## src/rtl/bsr_pkg.sv

```systemverilog
// Shared types and constants for the BSR metadata path.
package bsr_pkg;

  localparam int META_COLIDX_BASE = 128;
  localparam int MAX_RD           = 8;
  localparam int TAG_ID_W         = $clog2(MAX_RD);

  typedef struct packed {
    logic                valid;
    logic [TAG_ID_W-1:0] id;
  } meta_tag_t;

endpackage

```

## src/rtl/rr_arbiter.sv

```systemverilog
// N-wide round-robin picker; the pointer register lives with the caller.
module rr_arbiter #(
  parameter int N     = 2,
  parameter int PTR_W = 3
) (
  input  logic [N-1:0]     req,
  input  logic [PTR_W-1:0] ptr,
  input  logic             upd_en,
  output logic [N-1:0]     gnt,
  output logic [PTR_W-1:0] idx,
  output logic             any,
  output logic [PTR_W-1:0] next_ptr
);

  // NOTE: every output gets a default before any branch so no latch is inferred.
  always_comb begin
    gnt      = '0;
    idx      = '0;
    any      = 1'b0;
    next_ptr = ptr;
    for (int k = 0; k < N; k++) begin
      for (int i = 0; i < N; i++) begin
        if (!any && req[i] && i == (int'(ptr) + k) % N) begin
          any    = 1'b1;
          gnt[i] = 1'b1;
          idx    = PTR_W'(i);
        end
      end
    end
    if (upd_en && any)
      next_ptr = (idx == PTR_W'(N - 1)) ? '0 : idx + 1'b1;
  end

endmodule

```

## src/rtl/bsr_meta_arbiter.sv

```systemverilog
// Single-port arbiter for the BSR metadata BRAM: write priority, round-robin
// reads with bounded starvation, and a tag pipeline that routes read data back.
module bsr_meta_arbiter
  import bsr_pkg::*;
#(
  parameter int NUM_RD     = 2,
  parameter int ADDR_W     = 10,
  parameter int DATA_W     = 32,
  parameter int RD_LAT     = 2,
  parameter int STARVE_MAX = 4
) (
  input  logic                     clk,
  input  logic                     rst,
  input  logic                     wr_req,
  input  logic [ADDR_W-1:0]        wr_addr,
  input  logic [DATA_W-1:0]        wr_data,
  output logic                     wr_gnt,
  input  logic [NUM_RD-1:0]        rd_req,
  input  logic [NUM_RD*ADDR_W-1:0] rd_addr,
  output logic [NUM_RD-1:0]        rd_gnt,
  output logic [NUM_RD-1:0]        rd_valid,
  output logic [DATA_W-1:0]        rd_data,
  output logic                     mem_en,
  output logic                     mem_we,
  output logic [ADDR_W-1:0]        mem_addr,
  output logic [DATA_W-1:0]        mem_wdata,
  input  logic [DATA_W-1:0]        mem_rdata
);

  localparam int CNT_W = $clog2(STARVE_MAX + 1);

  logic [TAG_ID_W-1:0] rr_ptr, rr_next, arb_idx;
  logic [NUM_RD-1:0]   arb_gnt, resp_oh;
  logic                arb_any, starve_hit, rd_win;
  logic [CNT_W-1:0]    starve_cnt;
  meta_tag_t           tag_q [RD_LAT];

  rr_arbiter #(.N(NUM_RD), .PTR_W(TAG_ID_W)) u_rr (
    .req      (rd_req),
    .ptr      (rr_ptr),
    .upd_en   (rd_win),
    .gnt      (arb_gnt),
    .idx      (arb_idx),
    .any      (arb_any),
    .next_ptr (rr_next)
  );

  // A write yields only once it has starved pending reads STARVE_MAX times.
  assign starve_hit = (starve_cnt == CNT_W'(STARVE_MAX)) && arb_any;
  assign wr_gnt     = !rst && wr_req && !starve_hit;
  assign rd_win     = !rst && arb_any && !wr_gnt;
  assign rd_gnt     = rd_win ? arb_gnt : '0;

  always_comb begin
    mem_en    = wr_gnt | rd_win;
    mem_we    = wr_gnt;
    mem_addr  = '0;
    mem_wdata = '0;
    if (wr_gnt) begin
      mem_addr  = wr_addr;
      mem_wdata = wr_data;
    end else begin
      for (int i = 0; i < NUM_RD; i++)
        if (rd_gnt[i]) mem_addr = rd_addr[i*ADDR_W +: ADDR_W];
    end
  end

  // NOTE: state uses non-blocking assignments so all registers update together.
  always_ff @(posedge clk) begin
    if (rst) begin
      rr_ptr     <= '0;
      starve_cnt <= '0;
    end else begin
      rr_ptr <= rr_next;
      if (rd_win || !arb_any)
        starve_cnt <= '0;
      else if (wr_gnt && starve_cnt != CNT_W'(STARVE_MAX))
        starve_cnt <= starve_cnt + 1'b1;
    end
  end

  // NOTE: the tag stages are control state, so reset clears them to drop in-flight reads.
  always_ff @(posedge clk) begin
    if (rst) begin
      for (int i = 0; i < RD_LAT; i++) tag_q[i] <= '0;
    end else begin
      tag_q[0] <= rd_win ? meta_tag_t'{valid: 1'b1, id: arb_idx} : '0;
      for (int i = 1; i < RD_LAT; i++) tag_q[i] <= tag_q[i-1];
    end
  end

  always_comb begin
    resp_oh = '0;
    for (int i = 0; i < NUM_RD; i++)
      if (tag_q[RD_LAT-1].valid && int'(tag_q[RD_LAT-1].id) == i) resp_oh[i] = 1'b1;
  end

  always_ff @(posedge clk) begin
    if (rst) begin
      rd_valid <= '0;
      rd_data  <= '0;
    end else begin
      rd_valid <= resp_oh;
      rd_data  <= tag_q[RD_LAT-1].valid ? mem_rdata : '0;
    end
  end

endmodule
```

## config.mk

```make
export PLATFORM = sky130hd
export DESIGN_NAME = bsr_meta_arbiter
export DESIGN_NICKNAME = d
export VERILOG_FILES = /design/src/rtl/bsr_pkg.sv /design/src/rtl/rr_arbiter.sv /design/src/rtl/bsr_meta_arbiter.sv
export SDC_FILE = /design/constraint.sdc
export NUM_CORES = 1
export LEC_CHECK = 0
export BUFFER_PORTS_ARGS = -buffer_cell sky130_fd_sc_hd__buf_2
export CAP_MARGIN = 25
export CORE_MARGIN = 2
export CORE_UTILIZATION = 32
export CTS_BUF_LIST = sky130_fd_sc_hd__clkbuf_4 sky130_fd_sc_hd__clkbuf_8
export DETAILED_ROUTE_END_ITERATION = 10
export PLACE_DENSITY = 0.8
export SETUP_SLACK_MARGIN = 0.02
export SKIP_CTS_REPAIR_TIMING = 1
export SYNTH_ARGS = -nofsm -noshare
export SYNTH_HDL_FRONTEND = slang
export SYNTH_SLANG_ARGS = --single-unit
```

## constraint.sdc

```tcl
create_clock -name clk -period 1.9 [get_ports clk]
set_clock_uncertainty 0.2 [all_clocks]
set_input_delay 0.475 -clock clk [delete_from_list [all_inputs] [get_ports clk]]
set_output_delay 0.475 -clock clk [all_outputs]
set_load 0.005 [all_outputs]
```

-- After elaboration in Yosys (flattened, before gate mapping)
Memory sizes are Yosys's and may differ from the RTL's.
Index checks and enable logic that the tools add are counted.
- bits of input ports: 99
- memories: 1
- RAM bits: 8
- register bits after elaboration: 38
- memory list (memory ; words ; width ; rd ports ; clocked after Yosys merged registers in ; write ports ; line ; RTL):
    tag_q ; 2 ; 4 ; 2 ; 0 ; 2 ; bsr_meta_arbiter.sv:36 ; meta_tag_t tag_q [RD_LAT];
- reduce and logical (&&, ||, !) cells: 29
- add/subtract/negate cells: 3
- bitwise operators: 5
- muxes and demuxes: 24
- eq/ne operators: 5
- operator list (kind ; number):
    $logic_not A32 Y1 ; 2
    $mux W32 ; 1
    $mux W10 ; 3
    $logic_and A1 B1 Y1 ; 16
    $mux W1 ; 16
    $mux W4 ; 3
    $logic_not A1 Y1 ; 7
    $reduce_or A2 Y1 ; 2
    $add A3 B1 Y3 const B ; 1
    $eq A3 B2 Y1 const B ; 1
    $eq A3 B3 Y1 const B ; 1
    $logic_not A3 Y1 ; 1
    $ne A3 B3 Y1 const B ; 1
    $or A1 B1 Y1 ; 3
    $add A1 B1 Y1 const B ; 2
    $eq A2 B2 Y1 const A ; 1
    $mux W2 ; 1
    $and A1 B1 Y1 const A ; 1
    $eq A1 B1 Y1 const B ; 1
    $logic_or A1 B1 Y1 ; 1
    $not A1 Y1 ; 1

-- Depth between registers and ports, before layout
Gate-level depths: netlist of run 1.
- word-level depth: 24
- depth in mapped cells: 6
- gate-level depth less buffers: 5

-- By module
From an unflattened synthesis of run 1, not the netlist that was laid out.
- cells, all modules: 195
- area total of the unflattened synthesis: 1905.6 µm²
- modules (own cells, without submodules) (module ; instances ; sequential area each (µm²) ; cells each ; area an instance (µm²)):
    bsr_meta_arbiter ; 1 ; 960.9 ; 182 ; 1825.5
    rr_arbiter ; 1 ; 0.0 ; 13 ; 80.1

-- Least setup slack after synthesis of run 1
OpenSTA, ideal clock, no wires.
- kind: reg-to-output
- start: register starve_cnt[0]
- end: output port mem_addr[0]
- stages on the path, launching flop included: 7
- arrival time: 1471 ps
- required time: 1225 ps
- setup slack: -246 ps
- path buffers: 1
- path through: dfxtp_1 -> inv_1 -> ha_1 -> a21boi_2 -> buf_2 -> nor4b_1 -> a221o_1
- cells in the longest elaborated chain, start to end: 10
- ends and longest elaborated chain (what ; line ; RTL):
    start, declared ; bsr_meta_arbiter.sv:35 ; logic [CNT_W-1:0] starve_cnt;
    start signal, assigned ; bsr_meta_arbiter.sv:78 ; starve_cnt <= starve_cnt + 1'b1;
    $eq A3 B3 Y1 * ; bsr_meta_arbiter.sv:49 ; assign starve_hit = (starve_cnt == CNT_W'(STARVE_MAX)) && arb_any;
    $logic_and A1 B1 Y1 * ; bsr_meta_arbiter.sv:49 ;
    $logic_not A1 Y1 * ; bsr_meta_arbiter.sv:50 ; assign wr_gnt = !rst && wr_req && !starve_hit;
    $logic_and A1 B1 Y1 * ; bsr_meta_arbiter.sv:50 ;
    $logic_not A1 Y1 ; bsr_meta_arbiter.sv:51 ; assign rd_win = !rst && arb_any && !wr_gnt;
    $logic_and A1 B1 Y1 ; bsr_meta_arbiter.sv:51 ;
    $mux W2 ; bsr_meta_arbiter.sv:52 ; assign rd_gnt = rd_win ? arb_gnt : '0;
    $mux W10 (2 in a row) ; bsr_meta_arbiter.sv:64 ; if (rd_gnt[i]) mem_addr = rd_addr[i*ADDR_W +: ADDR_W];
    $mux W10 * ; bsr_meta_arbiter.sv:59 ; if (wr_gnt) begin
    end, declared ; bsr_meta_arbiter.sv:25 ; output logic [ADDR_W-1:0] mem_addr,
Mark *: on every way between the ends. The rest lies on a longest branch, timed or not.

-- Worst setup path after layout of run 1
- start: register starve_cnt[1]
- end: output port mem_addr[6]
The elaborated chain is that of the path after synthesis.

==> results of run 1 <==
[Yosys cell counts, types with 2 or more instances]
| cell type | n |
|---|---|
| a221o_1 | 10 |
| buf_2 | 5 |
| nor3_1 | 4 |
| inv_1 | 5 |
| nor2b_1 | 5 |
| clkbuf_2 | 2 |
| dfxtp_1 | 42 |
| nor2_1 | 6 |
| buf_4 | 2 |
| nor4b_1 | 10 |
| ha_1 | 2 |
| and2_1 | 65 |
| nand2b_1 | 2 |
| clkbuf_1 | 4 |
[per-layer routing]
| metal | part of all wire, % | track usage, % | up-vias |
|---|---|---|---|
| met4 | 2.3 | 6.250 | 0 |
| met1 | 38 | 19.24 | 863 |
| li1 | - | - | 939 |
| met2 | 55 | 31.74 | 83 |
| met5 | 0 | 0 | - |
| met3 | 5.3 | 3.721 | 12 |
[sequential cells by signal, indices dropped and copies added, names as in the netlist]
register / flops
rd_valid: 2
starve_cnt: 3
tag_q: 4
rr_ptr: 1
rd_data: 32
[power breakdown]
group / total (mW) / internal, mW / leakage (nW) / switching (mW)
logic: 0.392 / 0.243 / 1.33 / 0.150
clock network: 0.694 / 0.406 / 0.0548 / 0.287
registers: 0.902 / 0.896 / 0.341 / 0.00622
[stage by stage]
stage	hold WS [ns]	power (mW)	area, um2	setup TNS (ns)
after detailed placement	0.1944	1.273	2967	-14.05
after floorplan	0.1833	1.086	1937	-3.190
final	0.1830	1.988	3279	-19.52
after global placement	0.1928	1.264	2967	-12.83
after global routing	0.1657	2.096	3279	-22.60
after CTS	0.1687	1.977	3080	-20.61
[area by class of cell]
cell class / count / share of cell area [%]
multi-input combinational: 111 / 29.65
tap: 70 / 2.671
sequential: 42 / 25.72
inverter: 5 / 0.5723
clock inverter: 2 / 1.145
clock buffer: 6 / 2.327
timing repair buffer: 195 / 37.92
[cells by family after synthesis]
family | Yosys count | synth area share [%]
XOR/XNOR | 1 | 0.5084
buffers and inverters | 18 | 4.865
flip-flops | 42 | 48.80
AND/OR/NAND/NOR | 93 | 34.06
AO/OA/AOI/OAI | 15 | 10.31
adder cells (fa/ha/maj) | 2 | 1.452
[final timing paths]
path / end / from / cells after the start
max: mem_addr[6] / starve_cnt[1] / 7
min: rd_data[31] / mem_rdata[31] / 2
max reg2reg: rr_ptr[0] / starve_cnt[1] / 7
min reg2reg: rd_valid[0] / tag_q[0][4] / 1
==> results.txt, run 1 <==
* Number of diodes added for antenna fixing: 0
- By area the synthesized netlist is led by dfxtp_1, and2_1, a221o_1, nor4b_1, nor2b_1.
* Final setup violation count: 46
* Number of enable flip-flop cells after synthesis: 0
- Final design utilization: a little under two thirds
- Flip-flop and latch area: between 800 and 900 um2
- # H-tree levels: 2
- STA puts the critical path data required time at 1.22 ns.
- Total nets after synthesis: ~270
* Std cell rows: 26
- The detail route stage leaves a number of antenna-violating nets equal to 0.
- The worst setup path is captured at an output port.
* Tightest slew margin relative to the limit: about four fifths
- On the worst path, the slowest cell contributes a delay of approximately 0.35 ns.
- TritonCTS Sinks: 42
- The later pin in the worst-skew pair is clocked with a latency of about 0.28 ns.
* I/O pin count: 180
* Main flop type after synthesis: dfxtp_1
* Synth Instances: around 170
- Aggregate global-route resource usage: roughly 17%
- Including well taps, the total number of placed cells is 422.
- The slowest stage of the critical path belongs to the cell a221o_1.
* Setup slack, reg-to-reg: between 0.3 and 0.4 ns
* Cell type with the highest aggregate area in the netlist: dfxtp_1
- The setup path with the least slack is of type reg -> out.
- In the layout the commonest cells are buf_2, dfxtp_1, and2_1.
- The via count of the first global-routing pass came to about 1,700.
- TritonCTS built the clock tree.
- Summed over all layers, the global routing overflow is 0.
- The worst setup path is launched from a flop.
* Leakage: about 1.7 nW
- After legalization and detailed placement, the total HPWL measured around 4500 um.
* Most common cell after layout, fill and taps aside: buf_2
* Arr. time, crit path: 1.74 ns
- Worst-case setup margin in the final layout: -0.5193 ns
- Cell area power density: around 610 nW/um2
* Fraction of final layout cells sized beyond drive strength 1: 70.64%
* Transition time of the tightest slew-check pin: between 0.3 and 0.4 ns
* Clock input transition at the sequential cells of the worst setup and hold paths: around 0.08 ns
- Based on the critical path, the design can be clocked at up to about 0.41 GHz.
- Summing every instance area after synthesis gives ~1700 um2.
- Timing analysis after detailed placement gives a worst setup slack of -0.3875 ns.
* Async set-or-reset flop fraction in the synthesized netlist: 0%
* Max-slew violations: 0
- The floorplan step set the die height to about 77 um.
- The floorplan step defined a die boundary enclosing 5987 um2.
- Num CTS Buffers: 5
- Pin count of the biggest net entering global routing: 45
- VDD sags by at most 0.0003891 V.
- Number of nets at the end of the flow: 461
* Number of antenna violations at the first check in global routing: 0
- Detailed router's first-iteration violation count: 32
- The first TritonRoute pass finished after 4 iterations.
* Core footprint: between 5000 and 6000 um2
* Number of violations of the max-capacitance limit: 0
* CP cell instances: inv_2 > ha_4 > a21boi_4 > a2111oi_4 > buf_6 > a221o_1 > buf_2
* First-pass GRT wire length: around 8000 um
- Violations in the final reports: negative setup slack
* Count of unresolved DRC violations after routing: 0
- The average instance in the mapped netlist occupies a little over 10 um2.
* Total of buffers placed on input and output ports: approximately 180
- Post-layout minimum cycle time: 2.419 ns
* Worst hold-check path type: in -> reg
- The multi-input combinational cells in the finished layout cover a total of around 970 um2.
- CTS root buf: clkbuf_8
* Fillers: 430
- Area growth syn-to-layout: 90.34%
* Vias after detailed routing: approximately 1,900
- The synthesized design contains 42 register bits.
- Non-filler cells in the finished layout: 431
- Summed over all layers, the routed wires come to a little under 6000 um.
* Number of vias per cell: around 4.4
- Starting utilization of the core area: 33.52%
- WL/cell: ~14 um
- Post-synth top area share: between 40% and 50%
- The critical path contains buffers and inverters numbering 3 combined.
- Kind of cell adding the most delay to the critical path: compound AO/OA/AOI/OAI gates
- Outcome: finished with violations
- Worst-path maximum fanout: 11
- The congestion estimate from routability-driven global placement came to slightly below 0.8.
- Maximum buffer depth of the clock tree: 2
* Unrepaired setup endpoints after global routing: true
- Distinct cell type count of the synthesized netlist: 21
* Share of the yosys chip area belonging to registers: between 40% and 50%
- In this run the horizontal extent of the chip is 77.38 um.
- Total number of yosys warnings: 0
- Final Hold Vio Count: 0
* Period utilization: 127.3%
No activity file was read; power rests on OpenSTA's default activity.
==> run 2, diff against run 1 <==
--- a/config.mk
+++ b/config.mk
@@ -5,13 +5,15 @@
 export SDC_FILE = /design/constraint.sdc
 export NUM_CORES = 1
 export LEC_CHECK = 0
+export ABC_AREA = 1
 export BUFFER_PORTS_ARGS = -buffer_cell sky130_fd_sc_hd__buf_2
 export CAP_MARGIN = 25
+export CORE_ASPECT_RATIO = 0.9
 export CORE_MARGIN = 2
-export CORE_UTILIZATION = 32
+export CORE_UTILIZATION = 34
 export CTS_BUF_LIST = sky130_fd_sc_hd__clkbuf_4 sky130_fd_sc_hd__clkbuf_8
 export DETAILED_ROUTE_END_ITERATION = 10
-export PLACE_DENSITY = 0.8
+export PLACE_DENSITY = 0.82
 export SETUP_SLACK_MARGIN = 0.02
 export SKIP_CTS_REPAIR_TIMING = 1
 export SYNTH_ARGS = -nofsm -noshare
==> run 2 against run 1 <==
Net effect:
- synthesized cell count increased by 56%
- largest cell class unchanged
- largest power group unchanged
- sequential share of layout area increased by 0.66 points
- cell count increased by 22%
- the flow still finishes with violations (negative setup slack)
- die area increased by 2.4%
==> results.txt, run 2 <==
- Summed over all cells, the static leakage comes to between 2 and 2.5 nW.
* Count of TritonRoute iterations in the first routing pass: 4
- Number of global-route vias before repair: 1,909
- Number of nets at the end of the flow: 560
* Cell count of the worst hold path: 3
- After synthesis, the share of flip-flops with an asynchronous set or reset is 0%.
* Insertion delay of the later-clocked pin in the worst-skew pair: 0.28 ns
- After routing, the total negative slack on setup checks comes to -10.65 ns.
- Total nets after synthesis: 367
- IR analysis of the VDD net gives a maximum drop of ~0.00039 V.
- Derived from the worst setup path, the maximum achievable clock frequency is 0.4415 GHz.
- Counting the buffers created by CTS gives 5.
- The most used flip-flop cell after synthesis is dfxtp_1.
* Post-synth top area share: around 45%
- The initial antenna violation count is 0.
- Along the worst path, the maximum fanout reaches 5.
- At the end of routability-driven placement, the weighted congestion stood at just under 0.8.
- The library cell used most frequently in the layout, excluding fill and tap cells, is buf_2.
* Most frequent cells after synthesis: inv_1, nor2_1, dfxtp_1
- Arr. time, crit path: roughly 1.6 ns
* Share of power burned in the clock network: 31.3%
- During synthesis, Yosys emitted a total of 0 warnings.
- More flip-flops sit in one register than any other, and that register is rd_data.
* Maximum buffer depth of the clock tree: 2
- Core footprint: about 5300 um2
- Startpoint class of the critical path: flop
* Fillers: ~470
- Tightest slew margin relative to the limit: approximately 86%
* Transition time of the tightest slew-check pin: approximately 0.21 ns
* Final Routed Wirelength: ~5400 um
- After technology mapping, the gate count stands at ~270.
- Worst-case reg-to-reg path depth: 8
- Area used by multi-input combinational logic: 772.0 um2
- Worst-case setup margin in the final layout: -0.3649 ns
- The top cell types in the final layout, fill and taps aside, are buf_2, nor2_1, inv_1.
* Area growth syn-to-layout: 70.60%
* Aggregate global routing overflow: 0
- Leading registers by flop count: rd_data x32, tag_q x4, starve_cnt x3
* Synthesized area: 1877 um2
- The tool flagged a number of max-cap violations equal to 0.
- After clock tree synthesis, the clock-pin slew on the worst setup and hold paths is around 0.080 ns.
* Final setup violation count: 46
* Cell type with the highest aggregate area in the netlist: dfxtp_1
* Worst slack at placement: -0.2331 ns
- The critical path is of the reg -> out type.
- Capturing point of the worst reg2reg path: rr_ptr[0]
* Worst r2r src: starve_cnt[1]
- The repair_antennas step left the layout with diodes totalling 0.
- The synthesized netlist contains 17 unique library cells.
- In this run the most critical hold path is launched from mem_rdata[19].
* Detailed router's first-iteration violation count: 44
- Setup slack, reg-to-reg: approximately 0.52 ns
- Unrepaired setup endpoints after global routing: true
* Violations in the final reports: negative setup slack
* Remaining number of nets flagged by the antenna check after routing: 0
* Post-DP HPWL: between 4000 and 5000 um
- A synthesized cell averages ~7 um2.
* Final Hold Vio Count: 0
* Number of flip-flops in the largest register: 32
- CTS root buf: clkbuf_8
- Width of the chip: about 80 um
* Total of buffers placed on input and output ports: between 150 and 200
- The worst hold path belongs to the class in -> reg.
- I/O pin count: 180
- Entering global routing, the biggest net connects 34 pins.
- Die area: about 6100 um2
- Hold-critical path endpoint: rd_data[19]
* DIE HEIGHT: ~74 um
- The analysis attributes to net switching a power of about 470 uW.
- In the routed design, unresolved DRC markers number 0.
* TritonCTS Sinks: 42
- Fraction of final layout cells sized beyond drive strength 1: roughly 55%
- Combinational power share: 20.5%
- Std cell rows: 25
- After detailed routing, the average wire length per cell comes to 10.24 um.
- Sorting the synthesized cells by area gives the leading types as dfxtp_1, inv_1, nor2_1, nand3_2, nand2_1.
- STA puts the critical path data required time at 1.22 ns.
* Final hold slack: 0.1977 ns
* Clock tree from TritonCTS: yes
* Capturing element type of the critical path: output port
* Outcome: finished with violations
* Flip-flop and latch area: roughly 840 um2
* Aggregate global-route resource usage: roughly 16%
- Counting flops with a built-in enable in the synthesized netlist gives 0.
* Total of flip-flops plus latches after synthesis: 42
- Sequential cells burn around half of the power.
- The worst path uses 119.2% of the clock period.
- Vias after detailed routing: approximately 2,200
- # H-tree levels: 2
* Number of vias per cell: roughly 4.2
* Max-slew violations: 0
* Cell-internal power: ~1.4 mW
* Cell area power density: roughly 590 nW/um2
- Net switching is about 25% of the power.
- First-pass GRT wire length: between 7000 and 8000 um
* Share of the yosys chip area belonging to registers: between 40% and 50%
- Starting utilization of the core area: between 30% and 40%
* Post-layout minimum cycle time: about 2.3 ns
-- run 2: changes by cell type after synthesis, sizes merged, moves of 5 or more --
cell / change
nor2: +70
a221o: -10
nor2b: -5
nor4b: -10
nand3: +26
inv: +72
and2: -65
nand2: +30
clkbuf: -6
-- run 2: worst max-delay path by stage --
stage,cells after the start,end,slack (ns),startpoint
2_1_floorplan,7,wr_gnt,0.02,rd_req[1]
3_3_place_gp,9,mem_addr[6],-0.20,rd_req[1]
3_5_place_dp,9,mem_addr[6],-0.23,rd_req[1]
4_1_cts,10,mem_addr[0],-0.43,starve_cnt[0]
5_1_grt,10,mem_addr[6],-0.46,starve_cnt[1]
6_report,10,mem_addr[9],-0.36,starve_cnt[1]
-- run 2: area by class of cell --
type | instances | share of cell area [%]
clock buffer | 7 | 2.814
clock inverter | 1 | 0.1563
inverter | 77 | 9.105
multi-input combinational | 136 | 24.11
sequential | 42 | 26.38
tap | 67 | 2.618
timing repair buffer | 197 | 34.82
-- run 2: routing by layer --
metal	wire length (um)	vias to the layer above	GRT usage, %
met5	0	-	0
met4	32	0	5.370
met3	401	4	3.519
met2	3108	101	32.08
met1	1852	964	14.98
li1	-	1128	-
-- run 2: critical path: stages (launching register included) --
cell,delay (ns)
dfxtp_2,0.33
inv_2,0.06
ha_4,0.15
nand2_4,0.06
nand3_4,0.08
nand3_4,0.08
nor2_4,0.16
clkbuf_16,0.18
nand2_2,0.05
nand3_2,0.04
buf_2,0.10
-- run 2: cell families after synthesis --
logic type	after synthesis	share of synthesized area [%]
AND/OR/NAND/NOR	133	34.27
buffers and inverters	88	19.13
flip-flops	42	44.80
adder cells (fa/ha/maj)	2	1.333
XOR/XNOR	1	0.4668
-- run 2: stage by stage --
stage	std cells	cell area (um2)	power [mW]	utilization [%]
floorplan	266	1877	1.076	-
detailed placement	517	2957	1.285	55.93
global placement	517	2957	1.273	55.93
finish	527	3202	1.891	60.57
CTS	525	3052	1.875	57.73
global route	527	3202	1.997	60.57
-- run 2: power groups by stage --
stage	logic, mW	clock network [mW]	registers [mW]
after floorplan	0.143	0	0.933
after global placement	0.343	0	0.930
after detailed placement	0.354	0	0.931
after CTS	0.356	0.609	0.910
after global routing	0.436	0.647	0.914
final	0.388	0.591	0.911
==> run 3, diff against run 2 <==
--- a/config.mk
+++ b/config.mk
@@ -6,14 +6,14 @@
 export NUM_CORES = 1
 export LEC_CHECK = 0
 export ABC_AREA = 1
-export BUFFER_PORTS_ARGS = -buffer_cell sky130_fd_sc_hd__buf_2
 export CAP_MARGIN = 25
 export CORE_ASPECT_RATIO = 0.9
 export CORE_MARGIN = 2
-export CORE_UTILIZATION = 34
+export CORE_UTILIZATION = 45
 export CTS_BUF_LIST = sky130_fd_sc_hd__clkbuf_4 sky130_fd_sc_hd__clkbuf_8
 export DETAILED_ROUTE_END_ITERATION = 10
-export PLACE_DENSITY = 0.82
+export DONT_BUFFER_PORTS = 1
+export PLACE_DENSITY = 0.65
 export SETUP_SLACK_MARGIN = 0.02
 export SKIP_CTS_REPAIR_TIMING = 1
 export SYNTH_ARGS = -nofsm -noshare
==> run 3 against run 2 <==
Net effect:
- the run still ends with negative setup slack left
- clock-buffer cell count decreased by 1
- first-iteration DRC count down 2.3%
- cell count shrank 38%
- sequential power is 0.7% higher
- critical path type unchanged
- highest routed layer unchanged
==> results.txt, run 3 (same netlist as run 2, synthesis figures left out) <==
- The run finished, with violations left.
* Violations in the final reports: negative setup slack
* CTS root buf: clkbuf_8
- Leaving out fill and tap cells, the most frequent cell in the layout is inv_1.
- After floorplanning, the core was sized to cover ~4000 um2.
- Met1 Track Usage GR: approximately 17%
- The completed layout was analyzed and its total power is between 1.5 and 2 mW.
- I/O pin count: 180
* Startpoint class of the critical path: flop
* CP required: 1.22 ns
- Using the TritonRoute via totals, the vias-per-cell ratio works out to between 4 and 5.
- Capturing element type of the critical path: output port
* Number of flip-flops in the largest register: 32
- # H-tree levels: 2
- Gp weighted congestion: roughly 0.67
* Cell area power density: 792.9 nW/um2
* Count of unresolved DRC violations after routing: 0
- In the global route stage, met2 resource usage came out at roughly 24%.
- Final Hold Vio Count: 0
- TritonCTS Sinks: 42
* Clock input transition at the sequential cells of the worst setup and hold paths: around 0.07 ns
* Number of violations of the max-capacitance limit: 0
- Per report_power, the clock group accounts for between 30% and 40% of the total.
* Tightest slew margin relative to the limit: 79.29%
- CP cell instances: inv_2 > ha_4 > nand2_4 > nand3_4 > nand3_4 > nor2_4 > clkbuf_16 > nand2_2 > nand3_2
- Worst-case setup margin in the final layout: -0.2805 ns
* Vias after detailed routing: between 1,500 and 2,000
- Worst slack at placement: 0.005351 ns
* Fillers: between 300 and 400
- Leakage: roughly 1.3 nW
- Ranked by flip-flop count, first place goes to rd_data.
- Maximum buffer depth of the clock tree: 2
- Number of diodes added for antenna fixing: 0
- In this run the vertical extent of the chip is about 65 um.
* Fraction of final layout cells sized beyond drive strength 1: between 30% and 40%
* Count of TritonRoute iterations in the first routing pass: 4
* Pin count of the biggest net entering global routing: 34
- The via count of the first global-routing pass is 1,200.
- In the final design database the tool counted ~380 nets.
- STA puts the critical path data arrival time at 1.51 ns.
- The area growth from synthesis to layout is 23.20%.
- At the pin with the least slew margin, the transition time is between 0.3 and 0.4 ns.
- Most common cell type on the critical path: nand3_4
- Detailed router's first-iteration violation count: 43
- The initial antenna violation count came to 0.
- First-pass GRT wire length: around 5400 um
- Remaining number of nets flagged by the antenna check after routing: 0
- Class of the most critical setup path: reg -> out
- Summed over all nets, the switching power comes to slightly above 400 uW.
- Met3 track demand over resource: 4.908%
* Busiest layer in global routing: met2
- At the end of the flow the core is filled with cells to between 50% and 60%.
- Based on the critical path, the design can be clocked at up to approximately 0.46 GHz.
- Unrepaired setup endpoints after global routing: true
- Post-layout minimum cycle time: between 2 and 2.5 ns
- Worst vdd ir: 0.0006018 V
- Aggregate global-route resource usage: 14.87%
* Most used cells in the layout excluding fill and tap cells: inv_1, nor2_1, dfxtp_1
- Worst-path maximum fanout: 5
* WL/cell: roughly 13 um
- After global routing the overflow that remains totals 0.
- The slowest stage of the critical path is the dfxtp_2 cell.
- The total count of max-transition violations in the final report came to 0.
- Width of the chip: 72.08 um
* Sequential power share: between 50% and 60%
* Insertion delay of the later-clocked pin in the worst-skew pair: 0.28 ns
* Std cell rows: 22
* Cell-internal power: between 1 and 1.5 mW
- TritonCTS created 5 clock buffers.
- Clock tree from TritonCTS: yes
* Total of buffers placed on input and output ports: 0
* Highest cell delay on the worst timing path: roughly 0.33 ns
* Final Routed Wirelength: between 4000 and 5000 um
- Net switching share of the total power: 22.46%
* Worst hold-check path type: in -> reg
- The largest registers in the layout are rd_data x32, tag_q x4, starve_cnt x3.
- Dividing the final minimum period by the clock period gives 114.8%.
- The initial utilization of the core area, before any placement, comes to a little under half.
* Final setup violation count: 46
- Die area: between 4000 and 5000 um2
- Post-DP HPWL: between 3000 and 4000 um
- Combinational power share: about an eighth
==> run 3: changes by cell type in the layout (fill, tap and decap cells not counted), moves of 2 or more <==
cell     before  now
buf_2       177    0
buf_4        12    8
nand2_2      18   16
buf_6         3    1
nand2_1       8   11
nor2_2        1   21
nor2_1       73   53
==> run 3: layout make-up <==
type | instances | area (um2) | share of cell area, %
Clock buffer | 6 | 82.58 | 3.571
Clock inverter | 1 | 30.03 | 1.299
Inverter | 77 | 289.0 | 12.50
Multi-Input combinational cell | 136 | 809.5 | 35.01
Sequential cell | 42 | 844.6 | 36.53
Tap cell | 48 | 60.06 | 2.597
Timing Repair Buffer | 15 | 196.4 | 8.496
==> run 3: per-stage QoR <==
stage	area, um2	std cells	hold slack, ns	setup TNS (ns)
2_1_floorplan	1877	266	0.1883	0
3_3_place_gp	1994	315	0.1930	0
3_5_place_dp	1994	315	0.1945	0
4_1_cts	2107	322	0.04121	-8.388
5_1_grt	2312	325	0.03183	-10.42
6_report	2312	325	0.05385	-6.920
==> run 3: per-layer routing <==
metal | vias up | wire [um]
met3 | 7 | 284
met1 | 668 | 1607
met2 | 79 | 2160
met4 | 0 | 50
li1 | 762 | -
met5 | - | 0
==> run 3: power groups by stage <==
stage	Clock [mW]	Combinational [mW]	Sequential [mW]
after detailed placement	0	0.185	0.936
after floorplan	0	0.143	0.933
after CTS	0.717	0.186	0.915
after global placement	0	0.182	0.935
final	0.690	0.227	0.917
after global routing	0.767	0.255	0.919
==> run 3: final timing paths <==
kind                       from  cells past startpoint          end  slack (ns)
setup / recovery  starve_cnt[1]                      9  mem_addr[7]       -0.28
hold / removal              rst                      1  tag_q[0][7]        0.05
setup reg to reg  starve_cnt[1]                      8    rr_ptr[0]        0.49
hold reg to reg     tag_q[0][3]                      2  tag_q[0][7]        0.20
==> run 3: worst max-delay path: cells and delay by family, from the launching register on <==
| family | cells | cell delay (ns) |
|---|---|---|
| fa+ha+maj | 1 | 0.14 |
| buf+inv | 2 | 0.23 |
| flops | 1 | 0.33 |
| simple gates | 6 | 0.52 |
